==> src/rtl/grf_wb_arbiter.sv <==
// grf_wb_arbiter: merges W-stage writes and queued multiply/divide results onto the GRF write port.
module grf_wb_arbiter #(
    parameter int DEPTH = 4,
    parameter int AW = 2
) (
    input  logic        clk,
    input  logic        reset,
    input  logic        pipe_we,
    input  logic [4:0]  pipe_addr,
    input  logic [31:0] pipe_data,
    input  logic [31:0] pipe_pc,
    input  logic        md_valid,
    output logic        md_ready,
    input  logic [4:0]  md_addr,
    input  logic [31:0] md_data,
    input  logic [31:0] md_pc,
    output logic        reg_write,
    output logic [4:0]  reg_addr,
    output logic [31:0] reg_data,
    output logic [31:0] pc,
    output logic [31:0] pending
);
    logic [4:0]       q_addr [DEPTH];
    logic [31:0]      q_data [DEPTH];
    logic [31:0]      q_pc   [DEPTH];
    logic [DEPTH-1:0] q_valid;
    logic [AW-1:0]    head, tail;
    logic [AW:0]      count;
    logic             pipe_req, store, pop;

    assign pipe_req = pipe_we && pipe_addr != 5'd0;
    assign md_ready = count != (AW+1)'(DEPTH);
    assign store    = md_valid && md_ready && md_addr != 5'd0;
    assign pop      = !pipe_req && count != '0;

    always_comb begin
        pending = '0;
        for (int i = 0; i < DEPTH; i++)
            if (q_valid[i]) pending[q_addr[i]] = 1'b1;
    end

    always_ff @(posedge clk) begin
        if (store) begin
            q_addr[tail] <= md_addr;
            q_data[tail] <= md_data;
            q_pc[tail]   <= md_pc;
        end
    end

    // Squash first so an entry enqueued this cycle still sees the younger pipe write.
    always_ff @(posedge clk) begin
        if (reset) begin
            q_valid   <= '0;
            head      <= '0;
            tail      <= '0;
            count     <= '0;
            reg_write <= 1'b0;
            reg_addr  <= '0;
            reg_data  <= '0;
            pc        <= '0;
        end else begin
            for (int i = 0; i < DEPTH; i++)
                if (pipe_req && q_addr[i] == pipe_addr) q_valid[i] <= 1'b0;
            if (pop) begin
                q_valid[head] <= 1'b0;
                head          <= head + 1'b1;
            end
            if (store) begin
                q_valid[tail] <= !(pipe_req && md_addr == pipe_addr);
                tail          <= tail + 1'b1;
            end
            count <= count + (AW+1)'(store) - (AW+1)'(pop);
            if (pipe_req) begin
                reg_write <= 1'b1;
                reg_addr  <= pipe_addr;
                reg_data  <= pipe_data;
                pc        <= pipe_pc;
            end else if (pop) begin
                reg_write <= q_valid[head];
                reg_addr  <= q_addr[head];
                reg_data  <= q_data[head];
                pc        <= q_pc[head];
            end else begin
                reg_write <= 1'b0;
            end
        end
    end
endmodule
==> config.mk <==
export PLATFORM = sky130hd
export DESIGN_NAME = grf_wb_arbiter
export DESIGN_NICKNAME = d
export VERILOG_FILES = /design/src/rtl/grf_wb_arbiter.sv
export SDC_FILE = /design/constraint.sdc
export NUM_CORES = 1
export LEC_CHECK = 0
export CORE_ASPECT_RATIO = 1.1
export CORE_MARGIN = 5
export CORE_UTILIZATION = 35
export CTS_CLUSTER_SIZE = 14
export DETAILED_ROUTE_END_ITERATION = 8
export GPL_TIMING_DRIVEN = 1
export HOLD_SLACK_MARGIN = 0.08
export PLACE_DENSITY = 0.55
export SYNTH_ARGS = -nofsm -noshare
export SYNTH_HDL_FRONTEND = slang
export SYNTH_SLANG_ARGS = --single-unit
export TNS_END_PERCENT = 100
==> constraint.sdc <==
create_clock -name clk -period 6.1 [get_ports clk]
set_input_delay 1.22 -clock clk [delete_from_list [all_inputs] [get_ports clk]]
set_output_delay 1.22 -clock clk [all_outputs]
set_load 0.1 [all_outputs]
-- Word-level counts from Yosys, hierarchy flattened
Memory sizes are Yosys's and may differ from the RTL's. A register that Yosys moved wholly into a read port is not among the register bits.
Index checks and enable logic that the tools add are counted.
Widths: inputs -> output; s select.
- flip-flop bits (word level): 81
- bits in writable memories: 276
- input bits: 142
- output and inout bits: 103
- word-level logic and storage cells: 105
- memories: 3
- memories (name ; words ; width ; read ports ; clocked after memory_dff ; write ports ; line ; RTL):
    q_data ; 4 ; 32 ; 1 ; 1 ; 1 ; 24 ; logic [31:0] q_data [DEPTH];
    q_pc ; 4 ; 32 ; 1 ; 1 ; 1 ; 25 ; logic [31:0] q_pc [DEPTH];
    q_addr ; 4 ; 5 ; 5 ; 1 ; 1 ; 23 ; logic [4:0] q_addr [DEPTH];
- add/sub/neg operators: 4
- order comparisons: 12
- equal/unequal tests: 6
- mux-type cells: 46
- bitwise operators: 5
- reductions and logical operators: 21
- operator list (cell ; number):
    $mux 32 ; 8
    $or 32x32->32 ; 3
    $eq 5x5->1 ; 5
    $lt 5x6->1 const B ; 4
    $demux 1 s5 ; 4
    $ge 5x1->1 const B ; 4
    $mux 1 ; 19
    $logic_and 1x1->1 ; 15
    $mux 2 ; 6
    $mux 4 ; 3
    $mux 5 ; 2
    $reduce_bool 5->1 ; 2
    $lt 2x3->1 const B ; 2
    $add 2x1->2 const B ; 2
    $and 4x4->4 ; 1
    $bwmux 4 ; 1
    $demux 1 s2 ; 2
    $ge 2x1->1 const B ; 2
    $not 4->4 ; 1
    $add 3x1->3 ; 1
    $ne 3x3->1 const B ; 1
    $reduce_bool 3->1 ; 1
    $sub 3x1->3 ; 1
    $bmux 1 s2 ; 1
    other kinds (2) ; 3

-- Logic depth before layout (Yosys ltp)
Gate-level depths: netlist of run 1.
- depth after elaboration: 11
- depth in mapped cells: 11
- gate-level depth less buffers: 10

-- Worst setup path after synthesis of run 1
OpenSTA, ideal clock, no wires.
- path kind: register to output
- from: memory q_addr[3][1]
- to: output pending[28]
- arrival time: 2.655 ns
- required time: 4.880 ns
- slack: 2.225 ns
- cell stages (with the launch flop): 4
- buffers on the path: 1
- cells stage by stage: edfxtp_1 > or3b_2 > clkbuf_1 > o221ai_1
- RTL lines (item ; line ; RTL):
    start: declaration ; 23 ;
    end: declaration ; 21 ; output logic [31:0] pending

==> key figures, run 1 <==
Synth
  – Cell accounting for the most synthesized area: edfxtp_1
  – Post-synth top area share: between 50% and 60%
  – Syn Nets: between 1000 and 1500
  – Post-synthesis xor/xnor area fraction: roughly 1.7%
  – Top_reg_cell synth: edfxtp_1
  – Mapped Area: around 15000 sq um
  – Mux cell area share after synthesis: a little over a tenth
  – Yosys warnings: 0
  – Sequential cell area fraction in the yosys report: between 60% and 70%
  – Synth async-reset ratio: 0%
  – Compound-gate portion of the synthesized area: 10.7%
  – Post-synthesis adder-cell area fraction: 0.948%
  – Ranking of synthesized cells by area: edfxtp_1 54%, dfxtp_1 11%, mux4_2 10%, a21oi_1 2.5%, nor2_1 2.3%
  – Number of synthesized flops with an enable pin: approximately 280
  – Most frequent cell after synthesis: edfxtp_1
  – Mean post-synth cell area: ~15 sq um
  – Synth Instances: approximately 1000
  – Simple-gate portion of the synthesized area: under 10%
  – Unique masters post-synth: 53
  – Largest family of logic cells by synthesized area: compound AO/OA/AOI/OAI gates
  – Yosys reg bits: between 300 and 400
  – Top cells by count, synth: 276 x edfxtp_1, 94 x nor2_1, 87 x nand2_1

Pwr
  – Cell-internal power: between 5 and 6 mW
  – Reg power frac: around two fifths
  – Sw Ratio: 35.7%
  – Peak VDD IR: about 0.00027 V
  – Sw power: 2.86 mW
  – Logic pwr share: a little under a third
  – Clk pwr share: between 20% and 30%
  – Pwr per Cell Area: just over 400 nW/um^2
  – Final Total Pwr: ~8 mW
  – Pleak: 6.27 nW

STA
  – Final Hold Fails: 0
  – Setup_tns: 0 ns
  – Final period util: 75.8%
  – Post-route minimum period: ~4.6 ns
  – RSZ-0062 raised after global routing: no
  – Worst-case headroom to the max-slew limit: between 20% and 30%
  – FMAX: ~220 MHz
  – Hold slack: roughly 0.54 ns
  – Final worst slack: around 1.5 ns
  – Final setup viols: 0
  – Max Transition Viols Final: 0
  – Clk_skew: between 0.01 and 0.015 ns
  – Least-Margin Pin Slew: around 1.1 ns

Routing
  – DRC Markers: 0
  – WL final: 42000 um
  – Routed wire per std cell: 22.5 um
  – Vias: slightly below 10000
  – Detailed Routing Iterations Pass 1: 5
  – Antenna-violating nets left: 0
  – Starting DRT DRC Count: 646
  – Vias per std cell: between 5 and 6

Hold path
  – Hold path startpoint: reg_data[30]
  – Hold endpoint: reg_data[30]
  – Hold WC Path Type: flop to flop
  – Worst Hold Depth: 2

Clock tree
  – Postcts setup bufs: 0
  – CTS H-tree lvls: 2
  – Longest Clk Path Bufs: 3
  – # hold bufs at CTS: 0
  – Number of clock sinks: approximately 360
  – Skew-Pair Late Insertion Delay: 0.53 ns
  – Post-CTS sizing: 0
  – TritonCTS clock tree: yes
  – Clk root buf: clkbuf_16
  – Num CTS Buffers: 38
  – Clk slew on worst S/H paths: around 0.060 ns

Setup path
  – Critical path type: flop to output pin
  – Worst reg2reg path depth: 5
  – Critical Path End Type: output pin
  – CP Launch Type: flop
  – WP data required: 4.88 ns
  – Worst R2R Start: count[2]
  – CP Max Fanout: 9
  – Worst endpoint data arrival time: 3.40 ns
  – Reg2reg setup slack: approximately 3.2 ns
  – Reg-to-Reg End: q_pc[3][1]

Floorplan
  – Die Width: approximately 210 um
  – Die H: about 230 um
  – Die area: between 40000 and 50000 sq um
  – Core ar.: ~43000 sq um
  – Initial Utilization: between 30% and 40%
  – Site Rows: 80
  – I/O Pins: about 250

Final layout
  – Fraction of layout cells with a size suffix above 1: 14.1%
  – Non-filler cells, final: about 1900
  – Syn-to-layout area delta: 26.6%
  – Nets: around 1400

Placement
  – Routability-driven placement congestion ratio: roughly 0.91
  – Post-Place Cells: about 1800
  – Port bufs: ~240
  – Worst slack, placed: around 1.6 ns
  – HPWL Detailed: about 27000 um

Status
  – Status: completed

Global routing
  – Largest net degree at the start of global routing: 75
  – Total congestion overflow: 0
  – Vias in the first global route: between 10000 and 15000
  – Total track usage: 17.0%
  – Antenna violations before repair: 4
  – First-pass GRT wire length: ~64000 um

Flow run
  – Max Cap Viol: 0
[how the worst max path moves through the flow]
stage                       from          end  slack, ns  cells past startpoint
floorplan           q_addr[3][1]  pending[28]       2.23                      3
global placement      md_addr[1]  q_pc[3][19]       1.64                      6
detailed placement    md_addr[1]  q_pc[3][18]       1.64                      6
CTS                 q_addr[0][0]   pending[8]       1.58                      4
global route        q_addr[0][4]  pending[19]       1.41                      4
finish              q_addr[2][0]  pending[28]       1.48                      4
[cell type report]
class	instances	area (sq um)
multi-input cells	579	4810
clock buffers	52	1110
repair buffers	255	2530
inverters	20	80.1
diodes	4	10.0
flip-flops and latches	359	9960
well taps	574	718
clock inverters	18	164
fillers	3910	24000
[power by group through the flow]
stage	combinational, mW	clock (mW)	sequential [mW]
3_3_place_gp	2.54	0	3.25
3_5_place_dp	2.54	0	3.26
4_1_cts	2.55	2.39	3.22
2_1_floorplan	1.22	0	3.80
5_1_grt	2.66	2.49	3.25
6_report	2.50	2.33	3.21
[critical path, stage by stage, from the launching register on]
cell	delay (ns)
edfxtp_1	0.52
nor3_1	0.80
a22oi_1	0.20
o221ai_1	0.16
clkdlybuf4s50_1	1.19
[metal layers]
metal	wire [um]	global-route usage, %	vias up
li1	-	-	4467
met1	18100	22.7	4854
met2	20500	28.6	319
met3	2400	3.44	62
met4	877	4.51	2
met5	11	0	-
[registers in the layout, indices dropped and copies added, names as in the netlist, named ones only]
name,count
q_addr,20
reg_addr,5
reg_data,32
pc,32
count,3
head,2
q_data,128
tail,2
reg_write,1
q_valid,4
q_pc,128
[through the flow]
stage,area [sq um],util (%)
CTS,19400,44.7
global placement,18100,41.8
global route,19400,44.7
detailed placement,18100,41.8
floorplan,15300,-
finish,19400,44.7
[placed cells by master (no fill, tap or decap), drive strengths merged, types with 12 or more instances in the layout]
cell type / instances
o221ai: 16
xor2: 17
inv: 16
nor2: 94
clkinv: 17
a21oi: 77
dfxtp: 83
a211oi: 68
xnor2: 12
nand2: 87
edfxtp: 276
clkbuf: 52
clkdlybuf4s50: 243
mux4: 70
buf: 12
[kinds of logic after synthesis]
kind of cell / Yosys count
flip-flops: 359
AND/OR/NAND/NOR: 250
AO/OA/AOI/OAI: 216
buffers and inverters: 104
multiplexers: 73
XOR/XNOR: 29
adder cells (fa/ha/maj): 11
(Power assumes the default switching activity.)
==> run 2: changes to the inputs <==
--- a/config.mk
+++ b/config.mk
@@ -12,7 +12,7 @@
 export DETAILED_ROUTE_END_ITERATION = 8
 export GPL_TIMING_DRIVEN = 1
 export HOLD_SLACK_MARGIN = 0.08
-export PLACE_DENSITY = 0.55
+export PLACE_DENSITY = 0.57
 export SYNTH_ARGS = -nofsm -noshare
 export SYNTH_HDL_FRONTEND = slang
 export SYNTH_SLANG_ARGS = --single-unit
==> constraint.sdc (replaced) <==
create_clock -name clk -period 3.7 [get_ports clk]
set_input_delay 0.74 -clock clk [delete_from_list [all_inputs] [get_ports clk]]
set_output_delay 0.74 -clock clk [all_outputs]
set_load 0.1 [all_outputs]
==> run 2 against run 1 <==
Against the previous run:
- die area stayed put
- global-route usage rose by 0.16 points
- design area up 0.31%
- routed wire length is 0.29% lower
- largest cell class unchanged
- sequential share of layout area down 0.16 points
- highest routed layer unchanged
==> key figures, run 2 (synthesis gave the netlist of run 1 again) <==
Status
  – Status: completed

Setup path
  – Worst R2R Start: count[2]
  – Reg-to-Reg End: count[2]
  – CP Max Fanout: 12
  – Setup crit end: pending[18]
  – Worst reg2reg path depth: 10
  – Reg2reg setup slack: 1.18 ns
  – Critical path type: flop to output pin
  – WP data required: just under 3 ns
  – Critical Path End Type: output pin
  – Worst endpoint data arrival time: 2.51 ns
  – CP Launch Type: flop
  – Worst setup path startpoint: q_addr[2][4]

Pwr
  – Pwr per Cell Area: roughly 680 nW/um^2
  – Peak VDD IR: approximately 0.00036 V
  – Pleak: roughly 6.4 nW

Final layout
  – Syn-to-layout area delta: 27.0%
  – Largest regs: q_data x128, q_pc x128
  – Most common cell after layout, fill and taps aside: edfxtp_1
  – Fraction of layout cells with a size suffix above 1: 18.4%
  – Most frequent cells in the layout: 276 x edfxtp_1, 209 x clkdlybuf4s50_1, 94 x nor2_1
  – Filler Cells Inserted: ~4000
  – Nets: roughly 1400

Routing
  – WL final: 41800 um
  – Routed wire per std cell: roughly 22 um
  – DRC Markers: 0
  – Vias per std cell: 5.24
  – Vias: around 9800
  – Antenna-violating nets left: 0
  – Detailed Routing Iterations Pass 1: 5
  – Starting DRT DRC Count: around 530

Global routing
  – Total track usage: between 10% and 20%
  – Total congestion overflow: 0
  – Antenna violations before repair: 3
  – First-pass GRT wire length: roughly 65000 um
  – Largest net degree at the start of global routing: a little under 70
  – Vias in the first global route: 10500

Clock tree
  – TritonCTS clock tree: yes
  – Clk root buf: clkbuf_16
  – Post-CTS sizing: 0
  – Longest Clk Path Bufs: 3
  – Skew-Pair Late Insertion Delay: between 0.5 and 0.6 ns
  – Num CTS Buffers: 39
  – # hold bufs at CTS: 0
  – Postcts setup bufs: 0
  – Number of clock sinks: between 300 and 400
  – CTS H-tree lvls: 2
  – Clk slew on worst S/H paths: ~0.060 ns

STA
  – Final Hold Fails: 0
  – Hold slack: about 0.55 ns
  – Post-route minimum period: between 3 and 4 ns
  – Setup_tns: 0 ns
  – Final period util: about 88%
  – Least-Margin Pin Slew: 1.05 ns
  – FMAX: 307 MHz
  – RSZ-0062 raised after global routing: no
  – Worst-case headroom to the max-slew limit: between 20% and 30%
  – Max Transition Viols Final: 0
  – Final setup viols: 0
  – Clk_skew: approximately 0.017 ns

Placement
  – HPWL Detailed: between 20000 and 30000 um
  – Port bufs: 244
  – Routability-driven placement congestion ratio: around 0.88

Flow run
  – Max Cap Viol: 0

Floorplan
  – Site Rows: 80
  – Die area: roughly 48000 sq um
  – Die H: 229 um
  – Core ar.: approximately 43000 sq um
  – I/O Pins: 245
  – Die Width: about 210 um
  – Initial Utilization: 35.3%

Hold path
  – Hold WC Path Type: flop to flop
  – Hold path startpoint: pc[7]
## run 2: cell count changes in the layout (fill, tap and decap cells not counted), moves of 3 or more
cell and delta:
clkdlybuf4s50_1 -34, clkinv_1 -7, buf_4 +52, clkbuf_8 +6
diode_2 -3
## run 2: worst max-delay path: stages, from the launching register on
cell and delay (ns):
edfxtp_1 0.76, or3b_2 0.55, o221ai_1 0.32, buf_4 0.36
## run 2: layout make-up
class	count	area, sq um	share of cell area, %
sequential	359	9960	51.2
timing repair buffer	274	2610	13.4
clock inverter	12	96.3	0.496
inverter	20	80.1	0.412
multi-input combinational	579	4810	24.7
clock buffer	59	1170	6.04
antenna	1	2.50	0.0129
tap	574	718	3.69
## run 2: worst min-delay path by stage
stage          slack (ns)  depth (start not counted)           end
2_1_floorplan        0.51                          2       tail[1]
3_3_place_gp         0.53                          2  reg_data[26]
3_5_place_dp         0.53                          2        pc[14]
4_1_cts              0.55                          2        pc[14]
5_1_grt              0.57                          2        pc[24]
6_report             0.55                          2         pc[7]
## run 2: per-layer routing
metal | GRT usage, % | up-vias | share of wire [%]
li1 | - | 4497 | -
met1 | 22.4 | 4960 | 42
met2 | 29.4 | 313 | 50
met3 | 3.53 | 67 | 5.8
met4 | 4.73 | 2 | 2.3
met5 | 0 | - | 0.031
## run 2: where the power goes
group / switching, mW / total [mW] / internal (mW) / leakage [nW]
clock: 1.52 / 3.79 / 2.26 / 0.623
sequential: 0.317 / 5.23 / 4.91 / 3.22
combinational: 2.86 / 4.19 / 1.33 / 2.60
## run 2: metrics by stage
stage                     instances  setup slack, ns  power (mW)  utilization, %  area, sq um
after floorplan                1042            0.305        8.29               -        15300
after global placement         1806            0.239        9.57            41.9        18200
after detailed placement       1806            0.243        9.60            41.9        18200
after CTS                      1877            0.416        13.4            44.8        19400
after global routing           1878            0.379        13.9            44.9        19400
final                          1878            0.448        13.2            44.9        19400
==> run 3: changes to the inputs <==
--- a/config.mk
+++ b/config.mk
@@ -5,6 +5,8 @@
 export SDC_FILE = /design/constraint.sdc
 export NUM_CORES = 1
 export LEC_CHECK = 0
+export CELL_PAD_IN_SITES_DETAIL_PLACEMENT = 1
+export CELL_PAD_IN_SITES_GLOBAL_PLACEMENT = 1
 export CORE_ASPECT_RATIO = 1.1
 export CORE_MARGIN = 5
 export CORE_UTILIZATION = 35
@@ -12,7 +14,8 @@
 export DETAILED_ROUTE_END_ITERATION = 8
 export GPL_TIMING_DRIVEN = 1
 export HOLD_SLACK_MARGIN = 0.08
-export PLACE_DENSITY = 0.57
+export PLACE_DENSITY = 0.67
+export RECOVER_POWER = 50
 export SYNTH_ARGS = -nofsm -noshare
 export SYNTH_HDL_FRONTEND = slang
 export SYNTH_SLANG_ARGS = --single-unit
==> run 3 against run 2 <==
Against the previous run:
- the run now ends with capacitance limit, slew limit left
- global-route usage up 1.0 points
- count of clock-buffer cells in the layout is 13 lower
- clock skew up 0.0013 ns
- critical path depth increased by 4
- register-to-register slack lost 0.32 ns
- final cell count grew 0.32%
- design area shrank 0.41%
- worst hold slack better by 0.00096 ns
- sequential power about the same
- total power down 0.71%
- critical endpoint is now q_pc[2][21]
- largest power group unchanged
==> key figures, run 3 (synthesis gave the netlist of run 1 again) <==
Clock tree
  – Skew-Pair Late Insertion Delay: between 0.5 and 0.6 ns
  – Postcts setup bufs: 0
  – Num CTS Buffers: 38
  – # hold bufs at CTS: 0
  – Clk slew on worst S/H paths: ~0.060 ns
  – Longest Clk Path Bufs: 3
  – Clk root buf: clkbuf_16
  – Post-CTS sizing: 0
  – CTS H-tree lvls: 2
  – TritonCTS clock tree: yes
  – Number of clock sinks: 359

Final layout
  – Most frequent cells in the layout: 276 x edfxtp_1, 139 x clkdlybuf4s50_1, 94 x nor2_1
  – Fin util: around 45%
  – Syn-to-layout area delta: 26.5%
  – Largest regs: q_data x128, q_pc x128
  – Fin area: 19400 sq um
  – Most common cell after layout, fill and taps aside: edfxtp_1
  – Fraction of layout cells with a size suffix above 1: 17.4%
  – Filler Cells Inserted: 4407
  – Nets: around 1400

Pwr
  – Pleak: 6.40 nW
  – Pwr per Cell Area: between 600 and 700 nW/um^2
  – Peak VDD IR: roughly 0.0004 V

Global routing
  – Vias in the first global route: about 11000
  – Antenna violations before repair: 12
  – Total congestion overflow: 0
  – First-pass GRT wire length: about 68000 um
  – Largest net degree at the start of global routing: 70
  – Total track usage: a little under a fifth

STA
  – FMAX: just under 300 MHz
  – Final period util: 91.5%
  – Least-Margin Pin Slew: about 1.5 ns
  – Clk_skew: around 0.018 ns
  – Post-route minimum period: about 3.4 ns
  – Hold slack: approximately 0.55 ns
  – Worst-case headroom to the max-slew limit: -2.65%
  – Final setup viols: 0
  – Final Hold Fails: 0
  – RSZ-0062 raised after global routing: no
  – Max Transition Viols Final: 6
  – Setup_tns: 0 ns

Setup path
  – Critical Path End Type: flop
  – Setup crit end: q_pc[2][21]
  – CP max stage delay: ~0.65 ns
  – Critical path's slowest cell: dlygate4sd3_1
  – Worst endpoint data arrival time: between 3 and 4 ns
  – Reg2reg setup slack: between 0.8 and 0.9 ns
  – CP Max Fanout: between 60 and 70
  – WP data required: approximately 3.7 ns
  – CP Launch Type: primary input
  – Worst R2R Start: count[2]
  – Worst setup path startpoint: md_addr[1]
  – Reg-to-Reg End: q_pc[2][21]
  – Critical path cell sequence: dlygate4sd3_1 -> or4_1 -> o211a_1 -> clkbuf_1 -> nand2_1 -> clkinvlp_2 -> clkbuf_4
  – Worst reg2reg path depth: 6
  – Critical path type: primary input to flop

Routing
  – Routed wire per std cell: around 24 um
  – Antenna-violating nets left: 0
  – Starting DRT DRC Count: roughly 600
  – Vias: just under 10000
  – DRC Markers: 0
  – Vias per std cell: between 5 and 6
  – WL final: approximately 45000 um
  – Detailed Routing Iterations Pass 1: 5

Floorplan
  – Die Width: 209 um
  – Die H: about 230 um
  – Initial Utilization: about a third
  – I/O Pins: 245
  – Die area: around 48000 sq um
  – Site Rows: 80
  – Core ar.: between 40000 and 50000 sq um

Placement
  – Routability-driven placement congestion ratio: between 0.8 and 0.9
  – HPWL Detailed: around 30000 um
  – Placed inst area: approximately 18000 sq um
  – Port bufs: around 240

Flow run
  – Max Cap Viol: 1

Status
  – Failing checks: capacitance limit, slew limit
  – Status: finished with violations

Hold path
  – Hold WC Path Type: flop to flop
## run 3: how the worst min path moves through the flow
| stage | startpoint | to | slack (ns) | cells after the start |
|---|---|---|---|---|
| global placement | reg_data[29] | reg_data[29] | 0.53 | 2 |
| detailed placement | reg_data[23] | reg_data[23] | 0.54 | 2 |
| CTS | pc[3] | pc[3] | 0.55 | 2 |
| floorplan | tail[1] | tail[1] | 0.51 | 2 |
| global route | pc[21] | pc[21] | 0.57 | 2 |
| finish | reg_data[23] | reg_data[23] | 0.55 | 2 |
## run 3: per-layer routing
layer	vias to the layer above	wire length (um)	share of wire, %	track usage (%)
li1	4506	-	-	-
met1	5106	18200	41	22.6
met2	240	23500	53	32.8
met3	60	1960	4.4	3.24
met4	8	879	2.0	4.69
met5	-	55	0.12	0
## run 3: final cells by class
cell class / count / area [sq um] / share of cell area [%]
Tap cell: 574 / 718 / 3.71
Sequential cell: 359 / 9960 / 51.4
Clock inverter: 23 / 169 / 0.872
Timing Repair Buffer: 275 / 2620 / 13.5
Inverter: 20 / 80.1 / 0.414
Clock buffer: 46 / 1020 / 5.28
Multi-Input combinational cell: 579 / 4770 / 24.7
Antenna cell: 8 / 20.0 / 0.103
## run 3: critical path, delay by kind of cell
family                 cells  cell delay (ns)
buffers and inverters      4             1.53
and+or+nand+nor            2             0.73
AOI/OAI and AO/OA          1             0.24
## run 3: where the power goes
group	internal, mW	leakage [nW]	switching [mW]
registers	4.91	3.22	0.346
logic	1.31	2.60	2.90
clock network	2.11	0.582	1.53
## run 3: metrics by stage
step                      instances  total power, mW  worst slack (ns)
after detailed placement       1807             9.68             0.211
after global placement         1807             9.62             0.210
after CTS                      1876             13.4             0.433
final                          1884             13.1             0.316
after floorplan                1042             8.29             0.305
after global routing           1881             13.8             0.256
